--- src/rtl/store_drain_queue.sv ---
// Store drain queue: posts committed stores into a small circular FIFO and
// drains them to a shared single-port data memory. Loads get priority on the
// memory port, limited by an anti-starvation counter. Loads are forwarded
// from queued stores (and from a same-cycle incoming store) so they never
// observe stale memory contents.
module store_drain_queue #(
    parameter int WORD_SIZE_P = 16,
    parameter int DQ_ENTRY    = 4,
    parameter int STARVE_MAX  = 8
) (
    input  logic                   clk_i,
    input  logic                   reset_i,
    input  logic                   sb_mem_v_i,
    input  logic [WORD_SIZE_P-1:0] sb_mem_addr_i,
    input  logic [WORD_SIZE_P-1:0] sb_mem_data_i,
    output logic                   dq_full_o,
    output logic                   dq_overflow_o,
    input  logic                   rob_mispredict_i,
    input  logic                   ld_v_i,
    input  logic [WORD_SIZE_P-1:0] ld_addr_i,
    output logic                   ld_ready_o,
    output logic                   ld_v_o,
    output logic [WORD_SIZE_P-1:0] ld_data_o,
    output logic                   mem_v_o,
    output logic                   mem_w_o,
    output logic [WORD_SIZE_P-1:0] mem_addr_o,
    output logic [WORD_SIZE_P-1:0] mem_wdata_o,
    input  logic [WORD_SIZE_P-1:0] mem_rdata_i
);

    localparam int PTR_W = $clog2(DQ_ENTRY);
    localparam int CNT_W = PTR_W + 1;
    localparam int ST_W  = $clog2(STARVE_MAX + 1);

    // Queue storage: no reset needed, validity is tracked by head/count.
    logic [WORD_SIZE_P-1:0] dq_addr_q [DQ_ENTRY];
    logic [WORD_SIZE_P-1:0] dq_data_q [DQ_ENTRY];

    logic [PTR_W-1:0]       head_q, head_d;
    logic [PTR_W-1:0]       tail_q, tail_d;
    logic [CNT_W-1:0]       count_q, count_d;
    logic [ST_W-1:0]        starve_cnt_q, starve_cnt_d;
    logic                   resp_v_q, resp_v_d;
    logic                   fwd_hit_q, fwd_hit_d;
    logic [WORD_SIZE_P-1:0] fwd_data_q, fwd_data_d;
    logic                   overflow_q, overflow_d;

    logic                   not_empty;
    logic                   full;
    logic                   force_drain;
    logic                   ld_go;
    logic                   drain;
    logic                   push;
    logic [DQ_ENTRY-1:0]    slot_match;
    logic [PTR_W-1:0]       fwd_idx;

    // Per-slot match: slot is live when its distance from head is below count.
    for (genvar gi = 0; gi < DQ_ENTRY; gi++) begin : g_slot
        logic [PTR_W-1:0] offset;
        assign offset         = PTR_W'(gi) - head_q;
        assign slot_match[gi] = ({1'b0, offset} < count_q) && (dq_addr_q[gi] == ld_addr_i);
    end

    // Arbitration between loads and drains, plus push acceptance.
    always_comb begin
        not_empty   = (count_q != '0);
        full        = (count_q == CNT_W'(DQ_ENTRY));
        force_drain = not_empty && (starve_cnt_q == ST_W'(STARVE_MAX));
        // A mispredict in the same cycle blocks new loads as well.
        ld_ready_o  = ~force_drain & ~rob_mispredict_i;
        ld_go       = ld_v_i & ld_ready_o;
        drain       = not_empty & ~ld_go;
        // A drain in the same cycle frees a slot even when full.
        push        = sb_mem_v_i & (~full | drain);
    end

    // Youngest-match forwarding: walk oldest to youngest so later hits win,
    // then let the same-cycle incoming store override everything.
    always_comb begin
        fwd_hit_d  = 1'b0;
        fwd_data_d = '0;
        fwd_idx    = head_q;
        for (int k = 0; k < DQ_ENTRY; k++) begin
            fwd_idx = head_q + PTR_W'(k);
            if (slot_match[fwd_idx]) begin
                fwd_hit_d  = 1'b1;
                fwd_data_d = dq_data_q[fwd_idx];
            end
        end
        if (push && (sb_mem_addr_i == ld_addr_i)) begin
            fwd_hit_d  = 1'b1;
            fwd_data_d = sb_mem_data_i;
        end
    end

    // Next-state for pointers, occupancy, starvation and error flag.
    always_comb begin
        head_d     = drain ? head_q + PTR_W'(1) : head_q;
        tail_d     = push  ? tail_q + PTR_W'(1) : tail_q;
        count_d    = count_q + CNT_W'(push) - CNT_W'(drain);
        resp_v_d   = ld_go;
        overflow_d = overflow_q | (sb_mem_v_i & full & ~drain);
        if (!not_empty || drain) begin
            starve_cnt_d = '0;
        end else if (ld_go && (starve_cnt_q != ST_W'(STARVE_MAX))) begin
            starve_cnt_d = starve_cnt_q + ST_W'(1);
        end else begin
            starve_cnt_d = starve_cnt_q;
        end
    end

    // Control and response registers.
    always_ff @(posedge clk_i or posedge reset_i) begin
        if (reset_i) begin
            head_q       <= '0;
            tail_q       <= '0;
            count_q      <= '0;
            starve_cnt_q <= '0;
            resp_v_q     <= 1'b0;
            fwd_hit_q    <= 1'b0;
            fwd_data_q   <= '0;
            overflow_q   <= 1'b0;
        end else begin
            head_q       <= head_d;
            tail_q       <= tail_d;
            count_q      <= count_d;
            starve_cnt_q <= starve_cnt_d;
            resp_v_q     <= resp_v_d;
            fwd_hit_q    <= fwd_hit_d;
            fwd_data_q   <= fwd_data_d;
            overflow_q   <= overflow_d;
        end
    end

    // Queue entry write at tail.
    always_ff @(posedge clk_i) begin
        if (push) begin
            dq_addr_q[tail_q] <= sb_mem_addr_i;
            dq_data_q[tail_q] <= sb_mem_data_i;
        end
    end

    // Output drive: memory port, load response and status.
    always_comb begin
        mem_v_o       = ld_go | drain;
        mem_w_o       = drain;
        mem_addr_o    = ld_go ? ld_addr_i : dq_addr_q[head_q];
        mem_wdata_o   = dq_data_q[head_q];
        ld_v_o        = resp_v_q & ~rob_mispredict_i;
        ld_data_o     = fwd_hit_q ? fwd_data_q : mem_rdata_i;
        dq_full_o     = full;
        dq_overflow_o = overflow_q;
    end

endmodule

--- config.mk ---
export PLATFORM = sky130hd
export DESIGN_NAME = store_drain_queue
export DESIGN_NICKNAME = d
export VERILOG_FILES = /design/src/rtl/store_drain_queue.sv
export SDC_FILE = /design/constraint.sdc
export NUM_CORES = 1
export LEC_CHECK = 0
export CAP_MARGIN = 20
export CORE_ASPECT_RATIO = 1.75
export CORE_MARGIN = 8
export CORE_UTILIZATION = 56
export DETAILED_ROUTE_END_ITERATION = 7
export GPL_TIMING_DRIVEN = 0
export PLACE_DENSITY_LB_ADDON = 0.25
export SETUP_SLACK_MARGIN = 0.15
export SLEW_MARGIN = 20
export SYNTH_ARGS = -nofsm -noshare
export SYNTH_HDL_FRONTEND = slang
export SYNTH_SLANG_ARGS = --single-unit
export TNS_END_PERCENT = 50
--- constraint.sdc ---
create_clock -name clk_i -period 4.2 [get_ports clk_i]
set_input_delay 0.42 -clock clk_i [delete_from_list [all_inputs] [get_ports clk_i]]
set_output_delay 0.42 -clock clk_i [all_outputs]
set_load 0.01 [all_outputs]
; ---- Yosys cells after proc, flatten, opt, wreduce, memory -nomap -nowiden
; Memory sizes are Yosys's and may differ from the RTL's.
; Cells that the tools add are included.
[op_classes]
n_bitwise = 15
mux = 24
magnitude_cmp = 8
n_reduce_logical = 11
n_eq_ne = 8
add_sub_neg = 11
[op_table]
columns = operator, n
row1 = 2-to-1 mux 16 bit, 7
row2 = equality test 16 bit, 5
row3 = < comparator 2 x 3 -> 1 bit, 4
row4 = < comparator 2 x 3 -> 1 bit (second input constant), 4
row5 = 2-to-1 mux 1 bit, 11
row6 = binary-select mux 1 bit (select 2 bit), 4
row7 = 2-to-1 mux 4 bit, 2
row8 = AND 1 bit, 7
row9 = logical AND 1 bit, 7
row10 = inverter 1 bit, 5
row11 = adder 2 x 1 -> 2 bit (second input constant), 2
row12 = adder 2 bit (second input constant), 2
row13 = adder 4 x 1 -> 4 bit (second input constant), 1
row14 = equality test 4 bit (second input constant), 1
row15 = != test 4 bit (second input constant), 1
row16 = subtractor 1 x 2 -> 2 bit (first input constant), 2
row17 = subtractor 2 bit (first input constant), 2
row18 = adder 3 x 1 -> 3 bit, 1
row19 = equality test 3 bit (second input constant), 1
row20 = bitwise OR 1 bit, 3
row21 = nonzero test 3 bit, 1
row22 = subtractor 3 x 1 -> 3 bit, 1
row23 = nonzero test 2 bit, 1
row24 = logical NOT 1 bit, 1
row25 = logical OR 1 bit, 1
[word_totals]
ram_bits = 128
mem_count = 2
inputBits = 69
output_inout_bits = 54
ff_bits = 30
wordCells = 87
[mem_list]
columns = memory, words, word_bits, read_ports, rd_ports_with_merged_regs, wr, line_no
row1 = dq_addr_q, 4, 16, 5, 0, 1, 36  ; logic [WORD_SIZE_P-1:0] dq_addr_q [DQ_ENTRY];
row2 = dq_data_q, 4, 16, 4, 0, 1, 37  ; logic [WORD_SIZE_P-1:0] dq_data_q [DQ_ENTRY];

; ---- Depth between registers and ports, before layout
[logic_depth]
ltp_word = 11
depth_mapped = 15
mapped_depth_nobuf = 15

; ---- Least setup slack after synthesis
; No wires, ideal clock.
[synth_timing]
kind = reg2reg
startpoint = register head_q[0]
endpoint = register fwd_data_q[10]
path_slack_ns = 1.243
required_time_ns = 4.113
path_stages_with_launch = 12
arrival_time_ns = 2.870
path_cell_list = dfrtp_1 > buf_2 > xnor2_1 > inv_1 > ha_1 > a21oi_1 > o211ai_1 > o32a_2 > nand2_1 > mux4_2 > buf_6 > o2111ai_2
[synth_between]
elab_chain_len = 10
[synth_lines]
columns = item, line_no
row1 = from (decl), 39  ; logic [PTR_W-1:0] head_q, head_d;
row2 = from (signal assigned), 115  ; head_q <= '0;
row3 = from (signal assigned), 124  ; head_q <= head_d;
row4 = subtractor 1 x 2 -> 2 bit or subtractor 2 bit (tied branches), 60  ; assign offset = PTR_W'(gi) - head_q;
row5 = < comparator 2 x 3 -> 1 bit, 61  ; assign slot_match[gi] = ({1'b0, offset} < count_q) && (dq_addr_q[gi] == ld_addr_i);
row6 = logical AND 1 bit, 61
row7 = binary-select mux 1 bit (select 2 bit), 85  ; if (slot_match[fwd_idx]) begin
row8 = 2-to-1 mux 1 bit (implied by the code), 85
row9 = 2-to-1 mux 16 bit (3 in series), 85
row10 = 2-to-1 mux 16 bit *, 85
row11 = 2-to-1 mux 16 bit *, 90  ; if (push && (sb_mem_addr_i == ld_addr_i)) begin
row12 = via fwd_data_d[10], 45  ; logic [WORD_SIZE_P-1:0] fwd_data_q, fwd_data_d;
row13 = to (signal assigned), 130  ; fwd_data_q <= fwd_data_d;
row14 = to (decl), 45
; Mark *: on every way through the listed nets, which the timed path passes. The rest lies on a longest branch. The select of a mux whose other input is x is not followed.
; A chain may end at the register's enable or synchronous reset.

; ---- Worst setup path after layout
[layout_timing]
startpoint = register count_q[2]
endpoint = output port mem_addr_o[0]
[layout_between]
elab_chain_len = 6
[layout_lines]
columns = item, line_no
row1 = from (decl), 41  ; logic [CNT_W-1:0] count_q, count_d;
row2 = from (signal assigned), 126  ; count_q <= count_d;
row3 = nonzero test 3 bit, 66  ; not_empty = (count_q != '0);
row4 = logical AND 1 bit, 68  ; force_drain = not_empty && (starve_cnt_q == ST_W'(STARVE_MAX));
row5 = inverter 1 bit, 70  ; ld_ready_o = ~force_drain & ~rob_mispredict_i;
row6 = AND 1 bit, 70
row7 = AND 1 bit, 71  ; ld_go = ld_v_i & ld_ready_o;
row8 = 2-to-1 mux 16 bit, 147  ; mem_addr_o = ld_go ? ld_addr_i : dq_addr_q[head_q];
row9 = to (decl), 26  ; output logic [WORD_SIZE_P-1:0] mem_addr_o,
; Every way passes these cells.

==> metrics.txt <==
# TYPE chip_impl_metric gauge
chip_impl_metric{name="p_int",unit="µW"} 4448
chip_impl_metric{name="power.ir.vdd_worst",unit="mV"} 0.4202
chip_impl_info{name="holdCritPathClass",value="input pin to async pin"} 1
chip_impl_metric{name="place.detailed.hpwl",unit="µm"} 20700
chip_impl_metric{name="die_height",unit="µm"} 185.9
chip_impl_metric{name="share_comb_of_total_power",unit="%"} 48.8
chip_impl_metric{name="synthDistinctLibCells",unit=""} 55
chip_impl_metric{name="n_antenna_cell",unit=""} 0
chip_impl_metric{name="grt_use_total",unit="%"} 27.09
chip_impl_metric{name="postSynthCellCount",unit=""} 763
chip_impl_metric{name="grt_pass1_wl",unit="µm"} 42690
chip_impl_info{name="setup.worst_path.class",value="flip-flop to output port"} 1
chip_impl_metric{name="drc",unit=""} 0
chip_impl_metric{name="final_max_slew_viols",unit=""} 0
chip_impl_info{name="setup.worst_path.start_class",value="flip-flop"} 1
chip_impl_metric{name="starting_density",unit="%"} 56.73
chip_impl_metric{name="first_iter_violations",unit=""} 588
chip_impl_metric{name="synth_seq_cells",unit=""} 158
chip_impl_info{name="rr_endpoint",value="fwd_data_q[6]"} 1
chip_impl_metric{name="syn_to_final_growth",unit="%"} 21.72
chip_impl_metric{name="clock.fmax",unit="GHz"} 0.2546
chip_impl_metric{name="async_reset_ff_share",unit="%"} 18.99
chip_impl_metric{name="numPlacedInstances",unit=""} 1065
chip_impl_metric{name="detail_route.first_pass.iterations",unit=""} 6
chip_impl_metric{name="setup-tns-final",unit="ns"} 0
chip_impl_info{name="clk_root_buffer_cell",value="sky130_fd_sc_hd__clkbuf_16"} 1
chip_impl_metric{name="grt_pass1_vias",unit=""} 7620
chip_impl_metric{name="grt_remaining_overflow",unit=""} 0
chip_impl_info{name="synthFlopType",value="sky130_fd_sc_hd__edfxtp_1"} 1
chip_impl_metric{name="cts-buffers-inserted",unit=""} 17
chip_impl_metric{name="grt_max_degree",unit=""} 31
chip_impl_metric{name="seq_power_share",unit="%"} 30.3
chip_impl_metric{name="crit_path_max_incr_delay",unit="ns"} 0.54
chip_impl_metric{name="avgSynthCellArea",unit="µm²"} 12.11
chip_impl_metric{name="swShare",unit="%"} 40.10
chip_impl_metric{name="ff2ff_path_depth",unit=""} 12
chip_impl_info{name="outcome",value="finished clean"} 1
chip_impl_metric{name="total_net_switching_power",unit="µW"} 2978
chip_impl_info{name="tritoncts_clock_tree",value="built"} 1
chip_impl_metric{name="critPathRequiredTime",unit="ns"} 3.78
chip_impl_metric{name="crit_arrival",unit="ns"} 3.51
chip_impl_metric{name="postRouteWirelength",unit="µm"} 28140
chip_impl_metric{name="rel_slew_slack",unit="%"} 35.29
chip_impl_metric{name="synthesis.yosys.warnings",unit=""} 0
chip_impl_metric{name="layout.nets",unit=""} 974
chip_impl_metric{name="clock_skew",unit="ns"} 0.009515
chip_impl_metric{name="timing.max_cap.violations",unit=""} 0
chip_impl_metric{name="reg2reg_slack",unit="ns"} 0.43
chip_impl_metric{name="synth.cell_area",unit="µm²"} 9241
chip_impl_metric{name="post_drt_wl_per_cell",unit="µm"} 25.65
chip_impl_metric{name="layout.filler_cells",unit=""} 1225
chip_impl_metric{name="synth-seq-area-share",unit="%"} 49.72
chip_impl_metric{name="timing.final.crit_share",unit="%"} 93.52
chip_impl_metric{name="count_of_standard_cell_rows",unit=""} 62
chip_impl_info{name="reg2reg_from",value="head_q[0]"} 1
chip_impl_metric{name="final-instance-count-excl-fill",unit=""} 1097
chip_impl_metric{name="floorplan.die_area",unit="µm²"} 21030
chip_impl_info{name="cpMaxStageDelayCell",value="sky130_fd_sc_hd__clkdlybuf4s50_1"} 1
chip_impl_metric{name="power.leakage",unit="µW"} 0.004219
chip_impl_metric{name="die_w",unit="µm"} 113.1
chip_impl_metric{name="dp_slack",unit="ns"} 0.2935
chip_impl_metric{name="portBuffers",unit=""} 106
chip_impl_info{name="critPathCaptureType",value="output port"} 1
chip_impl_metric{name="total_power",unit="µW"} 7426
chip_impl_metric{name="clock-sinks",unit=""} 158
chip_impl_metric{name="post_cts_setup_inserts",unit=""} 0
chip_impl_metric{name="grt_antenna_before_repair",unit=""} 0
chip_impl_info{name="critical_path.most_common_cell",value="sky130_fd_sc_hd__nand2_1"} 1
chip_impl_metric{name="timing_worst_slew_pin_value",unit="ns"} 0.9707
chip_impl_metric{name="clk_pin_slew",unit="ns"} 0.07
chip_impl_metric{name="cts.path.max_buffers",unit=""} 2
chip_impl_metric{name="ant_nets",unit=""} 0
chip_impl_metric{name="h-tree-depth",unit=""} 4
chip_impl_metric{name="floorplan.io_pins",unit=""} 123
chip_impl_metric{name="finalHoldViolCount",unit=""} 0
chip_impl_metric{name="gp_congestion",unit=""} 0.9456
chip_impl_metric{name="num_vias",unit=""} 7114
chip_impl_metric{name="power_frac_clock",unit="%"} 21.0
chip_impl_metric{name="final.setup.worst_slack",unit="ns"} 0.2721
chip_impl_metric{name="standard_cell_core_area",unit="µm²"} 16290
chip_impl_info{name="grt_setup_unrepaired",value="yes"} 1
chip_impl_metric{name="fin_crit",unit="ns"} 3.928
chip_impl_metric{name="proportion_of_layout_cells_with_a_drive_suffix_above_1",unit="%"} 17.35
chip_impl_metric{name="syn_nets",unit=""} 845
chip_impl_metric{name="powerDensity",unit="nW/µm²"} 660.2
chip_impl_info{name="cp_cell_sequence",value="buf_2, nor3_1, nor2_1, nor2_1, nand2_1, inv_1, clkbuf_1, nand2_1, nand2_1, clkdlybuf4s50_1"} 1
chip_impl_metric{name="critical_path.max_fanout",unit=""} 10
chip_impl_metric{name="utilization",unit="%"} 69.05
chip_impl_metric{name="synth_enable_flop_cells",unit=""} 128
chip_impl_metric{name="vias_per_cell",unit=""} 6.485
chip_impl_metric{name="clock_insertion_delay_worst_skew",unit="ns"} 0.41
chip_impl_metric{name="setup_viol_count_final",unit=""} 0
==> through the flow <==
stage	instance area (µm²)	hold WS (ns)
global route	11250	0.4817
finish	11250	0.4402
CTS	11250	0.4521
global placement	10540	0.4520
detailed placement	10650	0.4549
floorplan	9241	0.4514
==> layout make-up <==
class	instances	area, µm²	share of cell area, %
clock buffers	19	432.9	3.849
multi-input cells	524	4238	37.68
inverters	17	63.81	0.5673
plain buffers	64	360.3	3.204
repair buffers	110	1164	10.34
flip-flops and latches	158	4594	40.85
clock inverters	13	155.1	1.379
well taps	192	240.2	2.136
==> power groups by stage <==
stage | Combinational (µW) | Sequential, µW | Clock [µW]
floorplan | 2210 | 2230 | 0
global placement | 3420 | 2260 | 0
detailed placement | 3550 | 2280 | 0
CTS | 3570 | 2250 | 1570
global route | 3850 | 2280 | 1630
finish | 3620 | 2250 | 1560
==> synth_stat cells (7+ instances only) <==
| master | number | area [µm²] |
|---|---|---|
| sky130_fd_sc_hd__nor4_2 | 11 | 137.6 |
| sky130_fd_sc_hd__edfxtp_1 | 128 | 3844 |
| sky130_fd_sc_hd__buf_6 | 9 | 101.4 |
| sky130_fd_sc_hd__nor2_1 | 70 | 262.8 |
| sky130_fd_sc_hd__clkbuf_1 | 22 | 82.58 |
| sky130_fd_sc_hd__mux2i_1 | 64 | 640.6 |
| sky130_fd_sc_hd__a22oi_1 | 15 | 112.6 |
| sky130_fd_sc_hd__ha_1 | 12 | 150.1 |
| sky130_fd_sc_hd__or4_1 | 16 | 120.1 |
| sky130_fd_sc_hd__mux4_2 | 17 | 382.9 |
| sky130_fd_sc_hd__xor2_1 | 65 | 569.3 |
| sky130_fd_sc_hd__o2111ai_2 | 9 | 135.1 |
| sky130_fd_sc_hd__nand2_1 | 62 | 232.7 |
| sky130_fd_sc_hd__buf_1 | 7 | 26.28 |
| sky130_fd_sc_hd__buf_2 | 20 | 100.1 |
| sky130_fd_sc_hd__o2111ai_1 | 22 | 192.7 |
| sky130_fd_sc_hd__dfrtp_1 | 30 | 750.7 |
| sky130_fd_sc_hd__xnor2_1 | 23 | 201.4 |
| sky130_fd_sc_hd__inv_1 | 16 | 60.06 |
| sky130_fd_sc_hd__nand3_1 | 22 | 110.1 |
| sky130_fd_sc_hd__mux2_2 | 32 | 360.4 |
| sky130_fd_sc_hd__a21oi_1 | 19 | 95.09 |
| sky130_fd_sc_hd__a211oi_1 | 16 | 120.1 |
==> cell usage in the layout (no fill, tap or decap), types with 9 or more instances in the layout <==
| cell type | n |
|---|---|
| sky130_fd_sc_hd__xnor2_1 | 23 |
| sky130_fd_sc_hd__mux2_2 | 32 |
| sky130_fd_sc_hd__mux2i_1 | 64 |
| sky130_fd_sc_hd__buf_2 | 20 |
| sky130_fd_sc_hd__or4_1 | 16 |
| sky130_fd_sc_hd__nor2_1 | 70 |
| sky130_fd_sc_hd__nor4_2 | 11 |
| sky130_fd_sc_hd__inv_1 | 15 |
| sky130_fd_sc_hd__o2111ai_1 | 22 |
| sky130_fd_sc_hd__edfxtp_1 | 128 |
| sky130_fd_sc_hd__a21oi_1 | 19 |
| sky130_fd_sc_hd__clkdlybuf4s50_1 | 106 |
| sky130_fd_sc_hd__buf_6 | 9 |
| sky130_fd_sc_hd__nand2_1 | 62 |
| sky130_fd_sc_hd__clkbuf_16 | 17 |
| sky130_fd_sc_hd__nand3_1 | 22 |
| sky130_fd_sc_hd__a211oi_1 | 16 |
| sky130_fd_sc_hd__mux4_2 | 17 |
| sky130_fd_sc_hd__dfrtp_1 | 30 |
| sky130_fd_sc_hd__a22oi_1 | 15 |
| sky130_fd_sc_hd__ha_1 | 12 |
| sky130_fd_sc_hd__o2111ai_2 | 9 |
| sky130_fd_sc_hd__xor2_1 | 65 |
| sky130_fd_sc_hd__clkbuf_1 | 22 |
==> kinds of logic after synthesis <==
group	synth area share (%)
adders and majority gates	1.841
AOI/OAI and AO/OA	8.990
xor gates and xnor gates	8.340
DFF	49.72
buffers and inverters	4.482
and+or+nand+nor	11.26
muxes	15.37
==> repair_timing <==
item                       in CTS  in global routing
hold endpoints to repair        0                  0
gates cloned                    0                  0
resized for setup               3                  2
setup endpoints to repair       9                 12
hold buffers                    0                  0
==> flip-flops by register name, indices dropped and copies added, names as in the netlist <==
signal and count:
count_q 3, dq_overflow_o 1, starve_cnt_q 4, dq_data_q 64, fwd_data_q 16, fwd_hit_q 1, dq_addr_q 64, head_q 2
resp_v_q 1, tail_q 2
==> critical path: cells and delay by family (launching register included) <==
kind / cells / cell delay [ns]
buffers and inverters: 4 / 1.43
DFF: 1 / 0.35
and+or+nand+nor: 6 / 1.31
==> metal layers <==
metal	up-vias	global-route usage [%]	wire, µm
li1	3112	-	-
met1	3440	27.39	9487
met2	438	49.38	14970
met3	124	5.653	2020
met4	0	17.68	1663
met5	-	0	0
==> worst max path at each step <==
stage | startpoint | to
4_1_cts | count_q[2] | mem_addr_o[0]
2_1_floorplan | head_q[0] | fwd_data_q[10]
3_5_place_dp | head_q[1] | mem_addr_o[9]
6_report | count_q[2] | mem_addr_o[0]
5_1_grt | head_q[0] | fwd_data_q[15]
3_3_place_gp | head_q[1] | mem_addr_o[9]
Note: power is estimated with default switching activity, not from simulation.
